## config.mk

```make
export PLATFORM = sky130hd
export DESIGN_NAME = uart_cmd_ctrl
export DESIGN_NICKNAME = d
export VERILOG_FILES = /design/src/rtl/uart_cmd_ctrl_pkg.sv /design/src/rtl/uart_cmd_ctrl_crc7.sv /design/src/rtl/uart_cmd_ctrl.sv
export SDC_FILE = /design/constraint.sdc
export NUM_CORES = 1
export LEC_CHECK = 0
export BUFFER_PORTS_ARGS = -buffer_cell sky130_fd_sc_hd__buf_2
export CORE_ASPECT_RATIO = 2
export CORE_MARGIN = 5
export CORE_UTILIZATION = 45
export DETAILED_ROUTE_END_ITERATION = 7
export PLACE_DENSITY_LB_ADDON = 0.3
export SLEW_MARGIN = 5
export SYNTH_ARGS = -nofsm -noshare
export SYNTH_HDL_FRONTEND = slang
export SYNTH_SLANG_ARGS = --single-unit
export TNS_END_PERCENT = 30
```

## constraint.sdc

```tcl
create_clock -name clk -period 2.8 [get_ports clk]
set_input_delay 0.28 -clock clk [delete_from_list [all_inputs] [get_ports clk]]
set_output_delay 0.28 -clock clk [all_outputs]
set_load 0.03 [all_outputs]
```

## src/rtl/uart_cmd_ctrl_pkg.sv

```systemverilog
// Shared constants and types for the UART-to-SD command frame controller.
// Holds the FSM encoding, the CRC7 polynomial and the frame format constants.
package uart_cmd_ctrl_pkg;

   typedef enum logic [1:0] {
      ST_IDLE  = 2'd0,
      ST_RECV  = 2'd1,
      ST_CHECK = 2'd2,
      ST_HOLD  = 2'd3
   } state_t;

   localparam logic [6:0]  CRC7_POLY     = 7'h09;
   localparam int unsigned FRAME_LEN     = 6;
   localparam logic [1:0]  START_PATTERN = 2'b01;

endpackage

```

## src/rtl/uart_cmd_ctrl_crc7.sv

```systemverilog
// Combinational bytewise CRC7 (x^7 + x^3 + 1): next CRC from current CRC and one byte.
// Bits are consumed MSB first, matching SD command framing.
module crc7_byte
   import uart_cmd_ctrl_pkg::*;
(
   input  logic [6:0] crc_in,
   input  logic [7:0] data_in,
   output logic [6:0] crc_out
);

   logic [6:0] crc_work;
   logic       feedback;

   always_comb begin
      crc_work = crc_in;
      feedback = 1'b0;
      for (int i = 7; i >= 0; i--) begin
         feedback = crc_work[6] ^ data_in[i];
         crc_work = {crc_work[5:0], 1'b0};
         if (feedback) begin
            crc_work = crc_work ^ CRC7_POLY;
         end
      end
      crc_out = crc_work;
   end

endmodule

```

## src/rtl/uart_cmd_ctrl.sv

```systemverilog
// Assembles 6-byte SD command frames from a UART byte stream, checks CRC7 and end bit,
// and holds the decoded command until the downstream consumer accepts it.
module uart_cmd_ctrl
   import uart_cmd_ctrl_pkg::*;
#(
   parameter int unsigned TIMEOUT_CYCLES = 1024
) (
   input  logic        clk,
   input  logic        reset,
   input  logic [7:0]  rx_data,
   input  logic        rx_valid,
   output logic        rx_ack,
   output logic [5:0]  cmd_index,
   output logic [31:0] cmd_arg,
   output logic        cmd_valid,
   input  logic        cmd_ready,
   output logic        crc_err,
   output logic        frame_err,
   output logic        overrun
);

   localparam int unsigned    CW       = $clog2(TIMEOUT_CYCLES + 1);
   localparam logic [CW-1:0]  IDLE_MAX = CW'(TIMEOUT_CYCLES - 1);
   localparam logic [2:0]     LAST_CNT = 3'(FRAME_LEN - 1);

   state_t        state_q, state_d;
   logic [2:0]    count_q, count_d;
   logic [6:0]    crc_q, crc_d, crc_next;
   logic [CW-1:0] idle_q, idle_d;
   logic [7:0]    trailer_q, trailer_d;
   logic [5:0]    index_q, index_d;
   logic [31:0]   arg_q, arg_d;
   logic          valid_q, valid_d;
   logic          ack_q, ack_d;
   logic          crc_err_q, crc_err_d;
   logic          frame_err_q, frame_err_d;
   logic          overrun_q, overrun_d;
   logic          crc_err_set, frame_err_set, overrun_set;

   crc7_byte u_crc7 (
      .crc_in  (crc_q),
      .data_in (rx_data),
      .crc_out (crc_next)
   );

   always_comb begin
      state_d       = state_q;
      count_d       = count_q;
      crc_d         = crc_q;
      idle_d        = idle_q;
      trailer_d     = trailer_q;
      index_d       = index_q;
      arg_d         = arg_q;
      valid_d       = valid_q;
      ack_d         = rx_valid;
      crc_err_set   = 1'b0;
      frame_err_set = 1'b0;
      overrun_set   = 1'b0;

      unique case (state_q)
         ST_IDLE: begin
            idle_d = '0;
            if (rx_valid) begin
               if (rx_data[7:6] == START_PATTERN) begin
                  index_d = rx_data[5:0];
                  crc_d   = crc_next;
                  count_d = 3'd1;
                  state_d = ST_RECV;
               end else begin
                  frame_err_set = 1'b1;
               end
            end
         end
         ST_RECV: begin
            // An arriving byte always beats a timeout expiring in the same cycle.
            if (rx_valid) begin
               idle_d = '0;
               if (count_q == LAST_CNT) begin
                  trailer_d = rx_data;
                  state_d   = ST_CHECK;
               end else begin
                  arg_d   = {arg_q[23:0], rx_data};
                  crc_d   = crc_next;
                  count_d = count_q + 3'd1;
               end
            end else if (idle_q == IDLE_MAX) begin
               frame_err_set = 1'b1;
               state_d       = ST_IDLE;
               count_d       = '0;
               crc_d         = '0;
               idle_d        = '0;
            end else begin
               idle_d = idle_q + CW'(1);
            end
         end
         ST_CHECK: begin
            overrun_set = rx_valid;
            if (trailer_q[7:1] == crc_q && trailer_q[0]) begin
               valid_d = 1'b1;
               state_d = ST_HOLD;
            end else begin
               crc_err_set   = (trailer_q[7:1] != crc_q);
               frame_err_set = (trailer_q[7:1] == crc_q);
               state_d       = ST_IDLE;
               count_d       = '0;
               crc_d         = '0;
            end
         end
         ST_HOLD: begin
            overrun_set = rx_valid;
            if (valid_q && cmd_ready) begin
               valid_d = 1'b0;
               state_d = ST_IDLE;
               count_d = '0;
               crc_d   = '0;
            end
         end
         default: begin
            state_d = ST_IDLE;
            count_d = '0;
            crc_d   = '0;
            valid_d = 1'b0;
         end
      endcase

      crc_err_d   = crc_err_set;
      frame_err_d = frame_err_set & ~crc_err_set;
      overrun_d   = overrun_set & ~crc_err_set & ~frame_err_set;
   end

   always_ff @(posedge clk or posedge reset) begin
      if (reset) begin
         state_q     <= ST_IDLE;
         count_q     <= '0;
         crc_q       <= '0;
         idle_q      <= '0;
         trailer_q   <= '0;
         index_q     <= '0;
         arg_q       <= '0;
         valid_q     <= 1'b0;
         ack_q       <= 1'b0;
         crc_err_q   <= 1'b0;
         frame_err_q <= 1'b0;
         overrun_q   <= 1'b0;
      end else begin
         state_q     <= state_d;
         count_q     <= count_d;
         crc_q       <= crc_d;
         idle_q      <= idle_d;
         trailer_q   <= trailer_d;
         index_q     <= index_d;
         arg_q       <= arg_d;
         valid_q     <= valid_d;
         ack_q       <= ack_d;
         crc_err_q   <= crc_err_d;
         frame_err_q <= frame_err_d;
         overrun_q   <= overrun_d;
      end
   end

   assign rx_ack    = ack_q;
   assign cmd_index = index_q;
   assign cmd_arg   = arg_q;
   assign cmd_valid = valid_q;
   assign crc_err   = crc_err_q;
   assign frame_err = frame_err_q;
   assign overrun   = overrun_q;

endmodule

```

After elaboration in Yosys (flattened, before gate mapping)
Cells that the tools add are included.
{ "classes": {"addsub": 2, "eq_ne": 16, "n_mux": 47, "bitwise": 22, "n_reduce_logical": 12} }
{ "ops": {"columns": ["cell", "n"], "rows": [
  ["7-bit 2-to-1 mux", 7],
  ["4-bit 2-to-1 mux", 8],
  ["7-bit case mux with 4 select lines", 1],
  ["11-bit 2-to-1 mux", 2],
  ["11-bit case mux with 2 select lines", 1],
  ["3-bit 2-to-1 mux", 7],
  ["2-bit inverter", 8],
  ["2-bit 2-to-1 mux", 7],
  ["3-bit case mux with 4 select lines", 1],
  ["3-bit AND reduction", 4],
  ["11-bit by 1-bit adder with 11-bit output, second input constant", 1],
  ["11-bit by 10-bit equality test with 1-bit output, second input constant", 1],
  ["1-bit 2-to-1 mux", 10],
  ["2-bit != test, second input constant", 5],
  ["3-bit != test, second input constant", 3],
  ["2-bit case mux with 4 select lines", 1],
  ["1-bit bitwise XOR", 8],
  ["7-bit equality test", 1],
  ["7-bit != test", 1],
  ["6-bit AND reduction", 1],
  ["5-bit AND reduction", 1],
  ["2-bit by 1-bit equality test with 1-bit output, second input constant", 2],
  ["2-bit equality test, second input constant", 2],
  ["2-bit nonzero test", 2],
  ["other kinds (9)", 14]
]} }
{ "totals": {"reg_bits": 74, "elab_cells": 111, "input_bits": 12} }

Depth between registers and ports, before layout
{ "logic_depth": {"ltp_word": 19, "mapped_depth": 7} }

Modules after synthesis
Synthesis repeated with hierarchy kept, for this count alone.
{ "unflattened": {"cells_unflattened": 272, "area_unflattened_um2": 3414.5} }
{ "modules_own_cells": {"columns": ["mod", "area_each_um2", "n_inst", "seq_area_each_um2", "cells_per_inst"], "rows": [
  ["uart_cmd_ctrl", 3213.1, 1, 1851.8, 256],
  ["crc7_byte", 201.4, 1, 0.0, 16]
]} }

Worst setup path after synthesis
OpenSTA, ideal clock, no wires.
{ "synth_path": {"kind": "register to register", "from": "reg idle_q[0]", "to": "reg crc_q[0]", "path_stages_with_launch": 8, "t_arrival_ns": 1.838, "period_less_slack_ns": 1.959, "required_time_ns": 2.679, "setup_slack_ns": 0.841, "n_path_buf": 1, "path_cell_list": "dfrtp_1 -> ha_1 -> nand4_2 -> nor4_4 -> o311ai_1 -> or3_1 -> buf_2 -> a22o_1"} }
{ "synth_via": {"elab_chain_len": 3} }
{ "synth_rtl": {"columns": ["item", "line", "rtl"], "rows": [
  ["from (decl)", "uart_cmd_ctrl.sv:29", "logic [CW-1:0] idle_q, idle_d;"],
  ["from (signal assigned)", "uart_cmd_ctrl.sv:149", "idle_q <= idle_d;"],
  ["11-bit by 10-bit equality test with 1-bit output", "uart_cmd_ctrl.sv:86", "end else if (idle_q == IDLE_MAX) begin"],
  ["3-bit != test (no source line)", null, null],
  ["6-bit AND reduction (no source line)", null, null],
  ["to (signal assigned)", "uart_cmd_ctrl.sv:148", "crc_q <= crc_d;"],
  ["to (decl)", "uart_cmd_ctrl.sv:28", "logic [6:0] crc_q, crc_d, crc_next;"]
]} }
No other way between the ends.
A chain may end at the register's enable or synchronous reset.

Final worst setup path
{ "layout_path": {"from": "reg idle_q[0]", "to": "reg crc_q[6]"} }
Same word-level chain as after synthesis.

==> run_results.csv <==
group,metric,value,unit
status,outcome,"complete, no violations",
sta,slew_violations,0,
yosys,synth_edf_count,0,
yosys,synth_ff_type,"dfrtp_1",
yosys,async_reset_ff_share,100.0,%
routing,vias,2565,
cells_and_area,final_layout_size_suffix_gt1_share,25.00,%
global_route,grt.overflow.total,0,
global_route,antenna_found_initial,0,
yosys,synth_nets,353,
cells_and_area,layout.nets,410,
yosys,netlist_area,3381,sq um
placement,port_buffers,54,
setup_path,r2r_start,"idle_q[0]$_DFFE_PP0P_",
floorplanning,die_width,71.29,um
setup_path,cp-startpoint,"idle_q[0]$_DFFE_PP0P_",
setup_path,crit_arrival,2.52,ns
job,cap_violations,0,
sta,max_clock_freq,0.4287,GHz
clock_tree,cts_setup_buffers,0,
sta,finClkSkew,0.005861,ns
routing,wirelength,7.458,mm
setup_path,cp_slowest_cell,"o41ai_1",
sta,setup_violations,0,
clock_tree,clkTransAtPathRegs,0.06,ns
floorplanning,die_area,9452,sq um
yosys,synth_cell_types,46,
routing,drc,0,
yosys,synth_compound_area_share,8.919,%
sta,worst-slew-pin-transition,0.8340,ns
routing,drtIter0Drc,144,
clock_tree,holdBufCountCts,0,
yosys,synth_seq_cells,74,
yosys,yosys_warnings,0,
clock_tree,cts_resized,0,
setup_path,crit_end,"crc_q[6]$_DFFE_PP0P_",
setup_path,cp_cell_sequence,"ha_1 -> nand4_2 -> nor4_4 -> o311ai_1 -> buf_4 -> o41ai_1 -> o41ai_2",
setup_path,rr_worst_depth,7,
routing,routedWlPerCell,15.16,um
placement,gp_congestion,0.8883,
global_route,grt_pass1_wl,12.47,mm
setup_path,r2r_end,"crc_q[6]$_DFFE_PP0P_",
setup_path,path_max_fanout,7,
placement,place_ws,0.4548,ns
yosys,synth_fa_ha_area_share,1.110,%
setup_path,cp.buffers_inverters,1,
setup_path,path_class,"register to register",
sta,timing.slew.headroom,43.52,%
global_route,gr-usage-all-layers,16.90,%
sta,post-route-period-util,83.32,%
setup_path,crit_family,"compound AO/OA/AOI/OAI gates",
sta,finalHoldViolCount,0,
floorplanning,initial_core_util,46.17,%
yosys,synthMuxAreaShare,4.663,%
setup_path,max_stage_delay,0.42,ns
floorplanning,num_rows,44,
sta,worst_slack,0.4671,ns
setup_path,r2r_slack,0.47,ns
sta,tns,0,ns
clock_tree,cts_tree,"yes",
clock_tree,clock_latency,0.33,ns
power_and_ir_drop,ir_worst_vdd,0.6984,mV
sta,min_period,2.333,ns
global_route,first_global_vias,2539,
cells_and_area,syn_to_final_growth,19.69,%
placement,hpwl,5.417,mm
cells_and_area,multi_input_area,1446,sq um
setup_path,critPathLaunchType,"register",
cells_and_area,register_area,1852,sq um
clock_tree,clk_path_buf_depth,2,
sta,rsz0062_at_grt,"no",
setup_path,end_kind,"register",
yosys,synth_top_family_by_area,"simple AND/OR/NAND/NOR gates",
cells_and_area,fillers,653,
clock_tree,cts_root_buffer,"clkbuf_16",
routing,first_pass_iters,4,
yosys,synth-simple-area-share,21.69,%
setup_path,crit_cells,7,
setup_path,critical_path_required,2.99,ns
min_path,hold_class,"input pin to asynchronous set/reset pin",
global_route,grt_max_degree,44,
yosys,avgSynthCellArea,10.00,sq um
power_and_ir_drop,power_leakage,0.002062,uW
clock_tree,cts_made_buffers,9,
yosys,synth_xor_area_share,6.403,%
floorplanning,die_h,132.6,um
power_and_ir_drop,total_power,4991,uW
yosys,yosysSeqAreaShare,54.77,%
yosys,synthCells,338,
floorplanning,num_io_pins,55,
clock_tree,clock_sinks,74,
cells_and_area,n_antenna_cell,0,
power_and_ir_drop,cellPowerDensity,1233,nW/um^2
clock_tree,htreeDepth,3,
routing,via_per_inst,5.213,
routing,antenna_left,0,
floorplanning,core_area,7322,sq um
-- cell usage after synthesis (2+ instances only) --
master,count,area share [%]
a21o_1,4,0.89
a21oi_1,5,0.74
a22o_1,9,2.3
a31oi_1,2,0.37
and3_1,2,0.37
buf_2,3,0.44
clkbuf_1,10,1.1
dfrtp_1,74,55
ha_1,3,1.1
inv_1,5,0.56
mux2_2,14,4.7
nand2_1,109,12
nand2b_1,3,0.56
nand3_1,5,0.74
nand3b_1,2,0.44
nand4_1,3,0.56
nor2_1,15,1.7
nor2b_1,2,0.37
nor3_1,8,1.2
nor3b_1,3,0.67
o21ai_0,10,1.5
o41ai_1,2,0.52
or3_1,2,0.37
xnor2_1,13,3.4
xor2_1,9,2.3
-- cells by family (layout without fill, tap and decap cells) --
logic type / count (synthesis) / after routing
XOR/XNOR: 23 / 23
flip-flops: 74 / 74
buffers and inverters: 20 / 82
AO/OA/AOI/OAI: 42 / 42
adder cells (fa/ha/maj): 3 / 3
multiplexers: 14 / 14
AND/OR/NAND/NOR: 162 / 162
-- per-layer routing --
metal / GRT usage, % / part of all wire, % / up-vias
met5: 0 / 0 / -
met3: 3.721 / 3.3 / 21
met2: 28.33 / 55 / 44
met1: 19.64 / 38 / 1249
li1: - / - / 1251
met4: 9.100 / 3.5 / 0
-- cells in the final DEF, fill, tap and decap left out, types with 2 or more instances in the layout --
master and n:
a22o_1 9, inv_6 2, buf_4 6, ha_1 3
nor3b_1 3, or3_1 2, nand2b_1 3, nor3_1 8
nand3b_1 2, o21ai_0 10, xnor2_1 13, buf_2 54
a31oi_1 2, inv_1 4, nand4_1 3, nand3_1 5
nand2_1 109, a21o_1 4, nor2_1 15, o41ai_1 2
a21oi_1 5, xor2_1 9, clkinv_2 3, nor2b_1 2
dfrtp_1 74, mux2_2 14, clkbuf_16 9, and3_1 2
-- final cells by class --
cell class | instances | area share, %
multi-input combinational | 244 | 35.75
timing repair buffer | 61 | 8.287
clock buffer | 10 | 5.906
tap | 92 | 2.845
sequential | 74 | 45.76
clock inverter | 6 | 0.9895
inverter | 5 | 0.4638
-- metrics by stage --
| stage | utilization, % | cells | area [sq um] | hold slack [ns] |
|---|---|---|---|---|
| 2_1_floorplan | - | 338 | 3381 | 0.3114 |
| 5_1_grt | 55.26 | 492 | 4046 | 0.1243 |
| 4_1_cts | 55.26 | 492 | 4046 | 0.06902 |
| 3_5_place_dp | 51.45 | 476 | 3767 | 0.4278 |
| 6_report | 55.26 | 492 | 4046 | 0.04131 |
| 3_3_place_gp | 51.45 | 476 | 3767 | 0.4161 |
-- power breakdown --
part           total [uW]  internal [uW]  switching, uW  leakage [uW]
clock                1060            624            435      0.000139
combinational        2120            762           1350      0.000970
sequential           1810           1480            332      0.000952
total                4990           2870           2120       0.00206
-- worst min path at each step --
stage          slack, ns      from  cells past startpoint                 endpoint
2_1_floorplan       0.31  rx_valid                      0         rx_ack$_DFF_PP0_
3_3_place_gp        0.42     reset                      2  cmd_arg[22]$_DFFE_PP0P_
3_5_place_dp        0.43     reset                      2  cmd_arg[22]$_DFFE_PP0P_
4_1_cts             0.07     reset                      2  cmd_arg[22]$_DFFE_PP0P_
5_1_grt             0.12     reset                      2  cmd_arg[22]$_DFFE_PP0P_
6_report            0.04     reset                      2  cmd_arg[22]$_DFFE_PP0P_
-- sequential cells by signal, summed over array words and instances (netlist names) --
name	flops
cmd_arg	32
cmd_index	6
cmd_valid	1
count_q	3
crc_err	1
crc_q	7
frame_err	1
idle_q	11
overrun	1
rx_ack	1
state_q	2
trailer_q	8
No activity file was read; power rests on OpenSTA's default activity.
